[src/rtl/adc_fifo_packer_pkg.sv]
// adc_fifo_pkg: shared lane/word geometry, packer state encoding and sample sign extension.
package adc_fifo_pkg;
    localparam int LANES  = 4;
    localparam int LANE_W = 16;
    localparam int WORD_W = LANES * LANE_W;

    typedef enum logic [1:0] {IDLE, RUN, FLUSH} state_e;

    // Extend a w-bit two's complement value held in the low bits of x to a full lane.
    function automatic logic [LANE_W-1:0] sign_extend(input logic [LANE_W-1:0] x, input int w);
        logic [LANE_W-1:0] m;
        m = {LANE_W{1'b1}} << w;
        return x[4'(w - 1)] ? (x | m) : (x & ~m);
    endfunction
endpackage

[src/rtl/adc_fifo_packer_if.sv]
// adc_fifo_packer_if: sample input and FIFO write port bundle; master feeds samples and models the FIFO, slave is the packer.
interface adc_fifo_packer_if #(parameter int SAMPLE_W = 14);
    import adc_fifo_pkg::*;
    logic                enable;
    logic                in_valid;
    logic [SAMPLE_W-1:0] in_data;
    logic                fifo_full;
    logic                fifo_wren;
    logic [WORD_W-1:0]   fifo_wdata;

    modport master (output enable, in_valid, in_data, fifo_full, input fifo_wren, fifo_wdata);
    modport slave  (input enable, in_valid, in_data, fifo_full, output fifo_wren, fifo_wdata);
endinterface

[src/rtl/adc_fifo_packer_sat_counter.sv]
// sat_counter: up counter that sticks at all-ones, with a clear that wins over a simultaneous increment.
module sat_counter #(parameter int CNT_W = 16) (
    input  logic             clk,
    input  logic             rstn,
    input  logic             inc_i,
    input  logic             clr_i,
    output logic [CNT_W-1:0] cnt_o
);
    logic [CNT_W-1:0] cnt_q;

    // Count increments until saturated; clear has priority.
    always_ff @(posedge clk or negedge rstn)
        if (!rstn) cnt_q <= '0;
        else cnt_q <= clr_i ? '0 : (inc_i && !(&cnt_q)) ? cnt_q + 1'b1 : cnt_q;

    assign cnt_o = cnt_q;
endmodule

[src/rtl/adc_fifo_packer.sv]
// adc_fifo_packer: packs four sign-extended ADC samples per 64-bit FIFO word, drops words on FIFO full,
// flushes zero-padded partial words when capture stops. Optional ramp source under PACKER_TEST_PATTERN_EN.
module adc_fifo_packer
    import adc_fifo_pkg::*;
#(
    parameter int SAMPLE_W = 14,
    parameter int CNT_W    = 16
) (
    input  logic             clk,
    input  logic             rstn,
`ifdef PACKER_TEST_PATTERN_EN
    input  logic             test_mode,
`endif
    adc_fifo_packer_if.slave bus,
    input  logic             ovf_clr,
    output logic             ovf,
    output logic [CNT_W-1:0] drop_cnt,
    output logic [CNT_W-1:0] word_cnt,
    output logic             busy
);
    state_e            state_q;
    logic [1:0]        lane_q;
    logic [WORD_W-1:0] pack_q;
    logic              wren_q;
    logic [WORD_W-1:0] wdata_q;
    logic [CNT_W-1:0]  word_cnt_q;
    logic              ovf_q;
    logic [LANE_W-1:0] sample_d;
    logic [WORD_W-1:0] word_d;
    logic              accept_d;
    logic              done_d;
    logic              write_d;
    logic              drop_d;

`ifdef PACKER_TEST_PATTERN_EN
    logic [LANE_W-1:0] ramp_q;
    assign sample_d = test_mode ? ramp_q : sign_extend(LANE_W'(bus.in_data), SAMPLE_W);
`else
    assign sample_d = sign_extend(LANE_W'(bus.in_data), SAMPLE_W);
`endif

    // Lanes above the current index are always zero, so OR-ing in the new lane is enough
    // and a flushed partial word is already zero-padded.
    assign accept_d = state_q == RUN && bus.enable && bus.in_valid;
    assign word_d   = pack_q | (WORD_W'(sample_d) << (LANE_W * lane_q));
    assign done_d   = (accept_d && lane_q == 2'(LANES - 1)) || state_q == FLUSH;
    assign write_d  = done_d && !bus.fifo_full;
    assign drop_d   = done_d && bus.fifo_full;

    // Capture FSM with packing register, registered FIFO write port and written-word counter.
    always_ff @(posedge clk or negedge rstn)
        if (!rstn) begin
            state_q    <= IDLE;
            lane_q     <= '0;
            pack_q     <= '0;
            wren_q     <= 1'b0;
            wdata_q    <= '0;
            word_cnt_q <= '0;
`ifdef PACKER_TEST_PATTERN_EN
            ramp_q     <= '0;
`endif
        end else begin
            wren_q <= write_d;
            if (write_d) begin
                wdata_q    <= state_q == FLUSH ? pack_q : word_d;
                word_cnt_q <= word_cnt_q + 1'b1;
            end
            case (state_q)
                IDLE: if (bus.enable) begin
                    state_q    <= RUN;
                    lane_q     <= '0;
                    pack_q     <= '0;
                    word_cnt_q <= '0;
`ifdef PACKER_TEST_PATTERN_EN
                    ramp_q     <= '0;
`endif
                end
                RUN: begin
                    if (accept_d) begin
                        lane_q <= lane_q + 2'd1;
                        pack_q <= done_d ? '0 : word_d;
`ifdef PACKER_TEST_PATTERN_EN
                        ramp_q <= ramp_q + 1'b1;
`endif
                    end
                    if (!bus.enable) state_q <= lane_q != '0 ? FLUSH : IDLE;
                end
                FLUSH: begin
                    state_q <= IDLE;
                    lane_q  <= '0;
                    pack_q  <= '0;
                end
                default: state_q <= IDLE;
            endcase
        end

    // Sticky overflow; a clear in the same cycle as a drop wins.
    always_ff @(posedge clk or negedge rstn)
        if (!rstn) ovf_q <= 1'b0;
        else ovf_q <= ovf_clr ? 1'b0 : drop_d ? 1'b1 : ovf_q;

    sat_counter #(.CNT_W(CNT_W)) u_drop_cnt (
        .clk   (clk),
        .rstn  (rstn),
        .inc_i (drop_d),
        .clr_i (ovf_clr),
        .cnt_o (drop_cnt)
    );

    assign bus.fifo_wren  = wren_q;
    assign bus.fifo_wdata = wdata_q;
    assign ovf            = ovf_q;
    assign word_cnt       = word_cnt_q;
    assign busy           = state_q != IDLE;
endmodule
[src/flat_wrapper.sv]
// flat-port wrapper written by rule: the top's interface ports become plain ports
module adc_fifo_packer_flat import adc_fifo_pkg::*;
#(
    parameter int SAMPLE_W = 14,
    parameter int CNT_W    = 16
)
  (clk, rstn, ovf_clr, ovf, drop_cnt, word_cnt, busy, bus_enable, bus_in_valid, bus_in_data, bus_fifo_full, bus_fifo_wren, bus_fifo_wdata);
  adc_fifo_packer_if #(.SAMPLE_W(SAMPLE_W)) bus_i ();
  input  logic clk;
  input  logic rstn;
  input  logic ovf_clr;
  output logic ovf;
  output logic [CNT_W-1:0] drop_cnt;
  output logic [CNT_W-1:0] word_cnt;
  output logic busy;
  input wire logic [$bits(bus_i.enable)-1:0] bus_enable;
  input wire logic [$bits(bus_i.in_valid)-1:0] bus_in_valid;
  input wire logic [$bits(bus_i.in_data)-1:0] bus_in_data;
  input wire logic [$bits(bus_i.fifo_full)-1:0] bus_fifo_full;
  output wire logic [$bits(bus_i.fifo_wren)-1:0] bus_fifo_wren;
  output wire logic [$bits(bus_i.fifo_wdata)-1:0] bus_fifo_wdata;
  assign bus_i.enable = bus_enable;
  assign bus_i.in_valid = bus_in_valid;
  assign bus_i.in_data = bus_in_data;
  assign bus_i.fifo_full = bus_fifo_full;
  assign bus_fifo_wren = bus_i.fifo_wren;
  assign bus_fifo_wdata = bus_i.fifo_wdata;
  adc_fifo_packer #(.SAMPLE_W(SAMPLE_W), .CNT_W(CNT_W)) u_core (.clk(clk), .rstn(rstn), .bus(bus_i), .ovf_clr(ovf_clr), .ovf(ovf), .drop_cnt(drop_cnt), .word_cnt(word_cnt), .busy(busy));
endmodule
[config.mk]
export PLATFORM = sky130hd
export DESIGN_NAME = adc_fifo_packer_flat
export DESIGN_NICKNAME = d
export VERILOG_FILES = /design/src/rtl/adc_fifo_packer_pkg.sv /design/src/rtl/adc_fifo_packer_if.sv /design/src/rtl/adc_fifo_packer_sat_counter.sv /design/src/rtl/adc_fifo_packer.sv /design/src/flat_wrapper.sv
export SDC_FILE = /design/constraint.sdc
export NUM_CORES = 1
export LEC_CHECK = 0
export CAP_MARGIN = 20
export CORE_ASPECT_RATIO = 0.9
export CORE_MARGIN = 1
export CORE_UTILIZATION = 40
export CTS_CLUSTER_SIZE = 14
export DETAILED_ROUTE_END_ITERATION = 8
export PLACE_DENSITY_LB_ADDON = 0.25
export SYNTH_ARGS = -nofsm -noshare
export SYNTH_HDL_FRONTEND = slang
export SYNTH_SLANG_ARGS = --single-unit
[constraint.sdc]
create_clock -name clk -period 5.8 [get_ports clk]
set_clock_uncertainty 0.15 [all_clocks]
set_input_delay 1.16 -clock clk [delete_from_list [all_inputs] [get_ports clk]]
set_output_delay 1.16 -clock clk [all_outputs]
set_load 0.005 [all_outputs]
==> results.md <==
* Vias in the first global route at 5210
* Hold-fix buffers at CTS at 0
* Worst EP arrival at 1.98 ns
* First-pass GRT wire length at 27.5 mm
* Most frequent cells in the layout: 150 x dfrtp_1, 109 x clkdlybuf4s50_1, 76 x nor2_1, 76 x a21oi_1, 71 x nand2_1
* Layout cells sized above 1 at 7.41%
* Min-delay worst type: flip-flop to flip-flop
* Largest area contributor in the netlist: dfrtp_1
* Die X at 139 um
* Main synth FF type: dfrtp_1
* Grt ovf at 0
* Final net count at 794
* Initial core utilization at 41.5%
* Status: finished, violations left
* Avg WL per Cell at 17.0 um
* Cell Area, Synth at 6760 sq um
* Synth Area per Inst at 9.69 sq um
* Routability cong. at 0.779
* Hpwl dp at 11.1 mm
* Worst-margin pin slew at 1.09 ns
* Full die area at 17400 sq um
* Met1 GRT Util at 28.2%
* GR Util met2 at 30.5%
* Cells on Worst Hold Path at 2
* Max-slew violations at 0
* VDD IR max at 0.000271 V
* Drc violations at 5
* IO Pins at 119
* Pwr Total at 3.29 mW
* Port Buffers at 110
* Seq/Total Area, Yosys at 55.6%
* Fin Setup TNS at 0 ns
* Leading cell type in the layout, fill and taps excluded: dfrtp_1
* Leakage at 3.56 nW
* Post-CTS sizing at 0
* Final core utilization at 51.7%
* Number of synthesized flops with an enable pin at 0
* DR vias at 5529
* Die H at 125 um
* Setup CP Type: flip-flop to output port
* Type of origin of the critical path: flip-flop
* Most Crowded Layer GR: met2
* Clk slew on worst S/H paths at 0.06 ns
* Antenna diodes at 0
* Synth top area cells: dfrtp_1 56%, a21oi_1 5.8%, a31oi_1 5.2%, o21ai_0 4.8%, nor2_1 4.2%
* Post-Route WL at 16.8 mm
* Final Non-Filler Cells at 990
* CP Capture Type: output port
* DR iter-0 viols at 456
* Row cnt at 44
* Post-CTS Setup Repair Bufs at 0
* Max Cap Viol at 0
* YS warnings at 0
* Core ar. at 16300 sq um
* CTS sink count at 150
* Number of CTS-inserted buffers at 17
* Largest net degree at the start of global routing at 105
* Yosys cell types at 40
* PwrDens at 391 nW/um^2
* Max FO, Critical Path at 16
* Final hold vios at 0
* Final period utilization at 56.8%
* Maximum root-to-sink buffer count at 2
* Clk root buf: clkbuf_16
* Vias per cell at 5.58
* Worst skew pair latency at 0.42 ns
* Crit path time final at 3.29 ns
* HP Start: u_core.bus.fifo_wdata[22]$_DFFE_PN0P_
* Hold WS at 0.331 ns
* FF-to-FF End: u_core.u_drop_cnt.cnt_o[14]$_DFFE_PN0P_
* Met3 usage at 5.48%
* Hold endpoint: u_core.bus.fifo_wdata[22]$_DFFE_PN0P_
* Initial antenna violation count at 0
* Pre-antenna DRT Iters at 9
* Post-DRT Antenna Nets at 0
* Tot GR Track Use at 20.2%
* Failing checks: design-rule violations
* Yosys reg bits at 150
* Worst Path Required at 4.49 ns
* Slew HR at 27.1%
* Worst reg2reg path startpoint: u_core.lane_q[0]$_DFFE_PN0P_
* Placed insts at 957
* CTS H-Tree Depth at 4
* R2R setup slack at 3.30 ns
* Unrepaired setup endpoints after global routing: false
* Layout area overhead at 24.6%
* F_max at 304 MHz
* Setup Viol. Count Final at 0
* Reg2reg path depth at 5
* CTS tree: yes
* Post-synth ARST share at 100%
* Syn Inst Count at 697
* Yosys top cell area share at 55.6%
[synth_stat cells, types with 5 or more instances]
master,n
a21oi_1,78
a31oi_1,56
and3_1,5
buf_1,6
buf_2,24
buf_4,17
clkbuf_1,20
dfrtp_1,150
inv_1,11
mux2_2,9
nand2_1,71
nand3_1,11
nand4_1,14
nor2_1,76
nor2b_1,8
nor4_1,8
o21ai_0,65
o31ai_1,11
or3_1,6
or4_1,11
[state kept, by name, summed over array words and instances, names as in the netlist]
register	count
u_core.pack_q	56
u_core.bus.fifo_wdata	56
u_core.u_drop_cnt.cnt_o	16
u_core.bus.fifo_wren	1
u_core.state_q	2
u_core.lane_q	2
u_core.word_cnt	16
u_core.ovf	1
[cell families (layout without fill, tap and decap cells)]
kind of cell    Yosys count  count (layout)  share of synthesized area [%]
simple gates            232             232                           16.5
compound gates          217             217                           19.0
flops                   150             150                           55.6
buf+inv                  80             159                           6.06
mux                      12              12                           1.94
fa+ha+maj                 4               4                          0.741
other cells               1               8                         0.0555
xor+xnor                  1               1                          0.130
[worst max path at each step]
stage	start	endpoint	slack [ns]	depth (start not counted)
final	u_core.state_q[0]$_DFFE_PN0P_	busy	2.51	3
after global routing	u_core.state_q[0]$_DFFE_PN0P_	busy	2.37	3
after CTS	u_core.state_q[0]$_DFFE_PN0P_	busy	2.49	3
after detailed placement	bus_enable	u_core.pack_q[54]$_DFFE_PN0P_	2.30	5
after global placement	bus_enable	u_core.bus.fifo_wdata[39]$_DFFE_PN0P_	2.02	5
after floorplan	bus_in_valid	u_core.word_cnt[14]$_DFF_PN0_	3.28	6
[metal layers]
layer / wire length, um / vias up
met5: 0 / -
met4: 239 / 0
met3: 985 / 18
met2: 7670 / 182
met1: 7940 / 2725
li1: - / 2604
[metrics by stage]
stage	cell area, sq um	setup WS [ns]
after floorplan	6780	3.28
after global placement	7830	2.02
after detailed placement	7850	2.30
after CTS	8400	2.49
after global routing	8420	2.37
final	8420	2.51
[worst max-delay path, stage by stage (launching register included)]
cell and delay (ns):
dfrtp_1 0.80, nor2_1 0.19, inv_1 0.08, clkdlybuf4s50_1 0.50
[cell type report]
cell class	instances	area, sq um
repair buffers	116	1170
multi-input cells	474	2640
well taps	207	259
fillers	1454	7880
flip-flops and latches	150	3750
inverters	11	41.3
clock inverters	12	80.1
clock buffers	20	467
[power by group]
group | switching (mW) | internal, mW | leakage [nW]
combinational | 0.413 | 0.425 | 1.24
sequential | 0.161 | 1.28 | 2.04
clock | 0.433 | 0.578 | 0.271
total | 1.01 | 2.29 | 3.56
(Power assumes the default switching activity.)
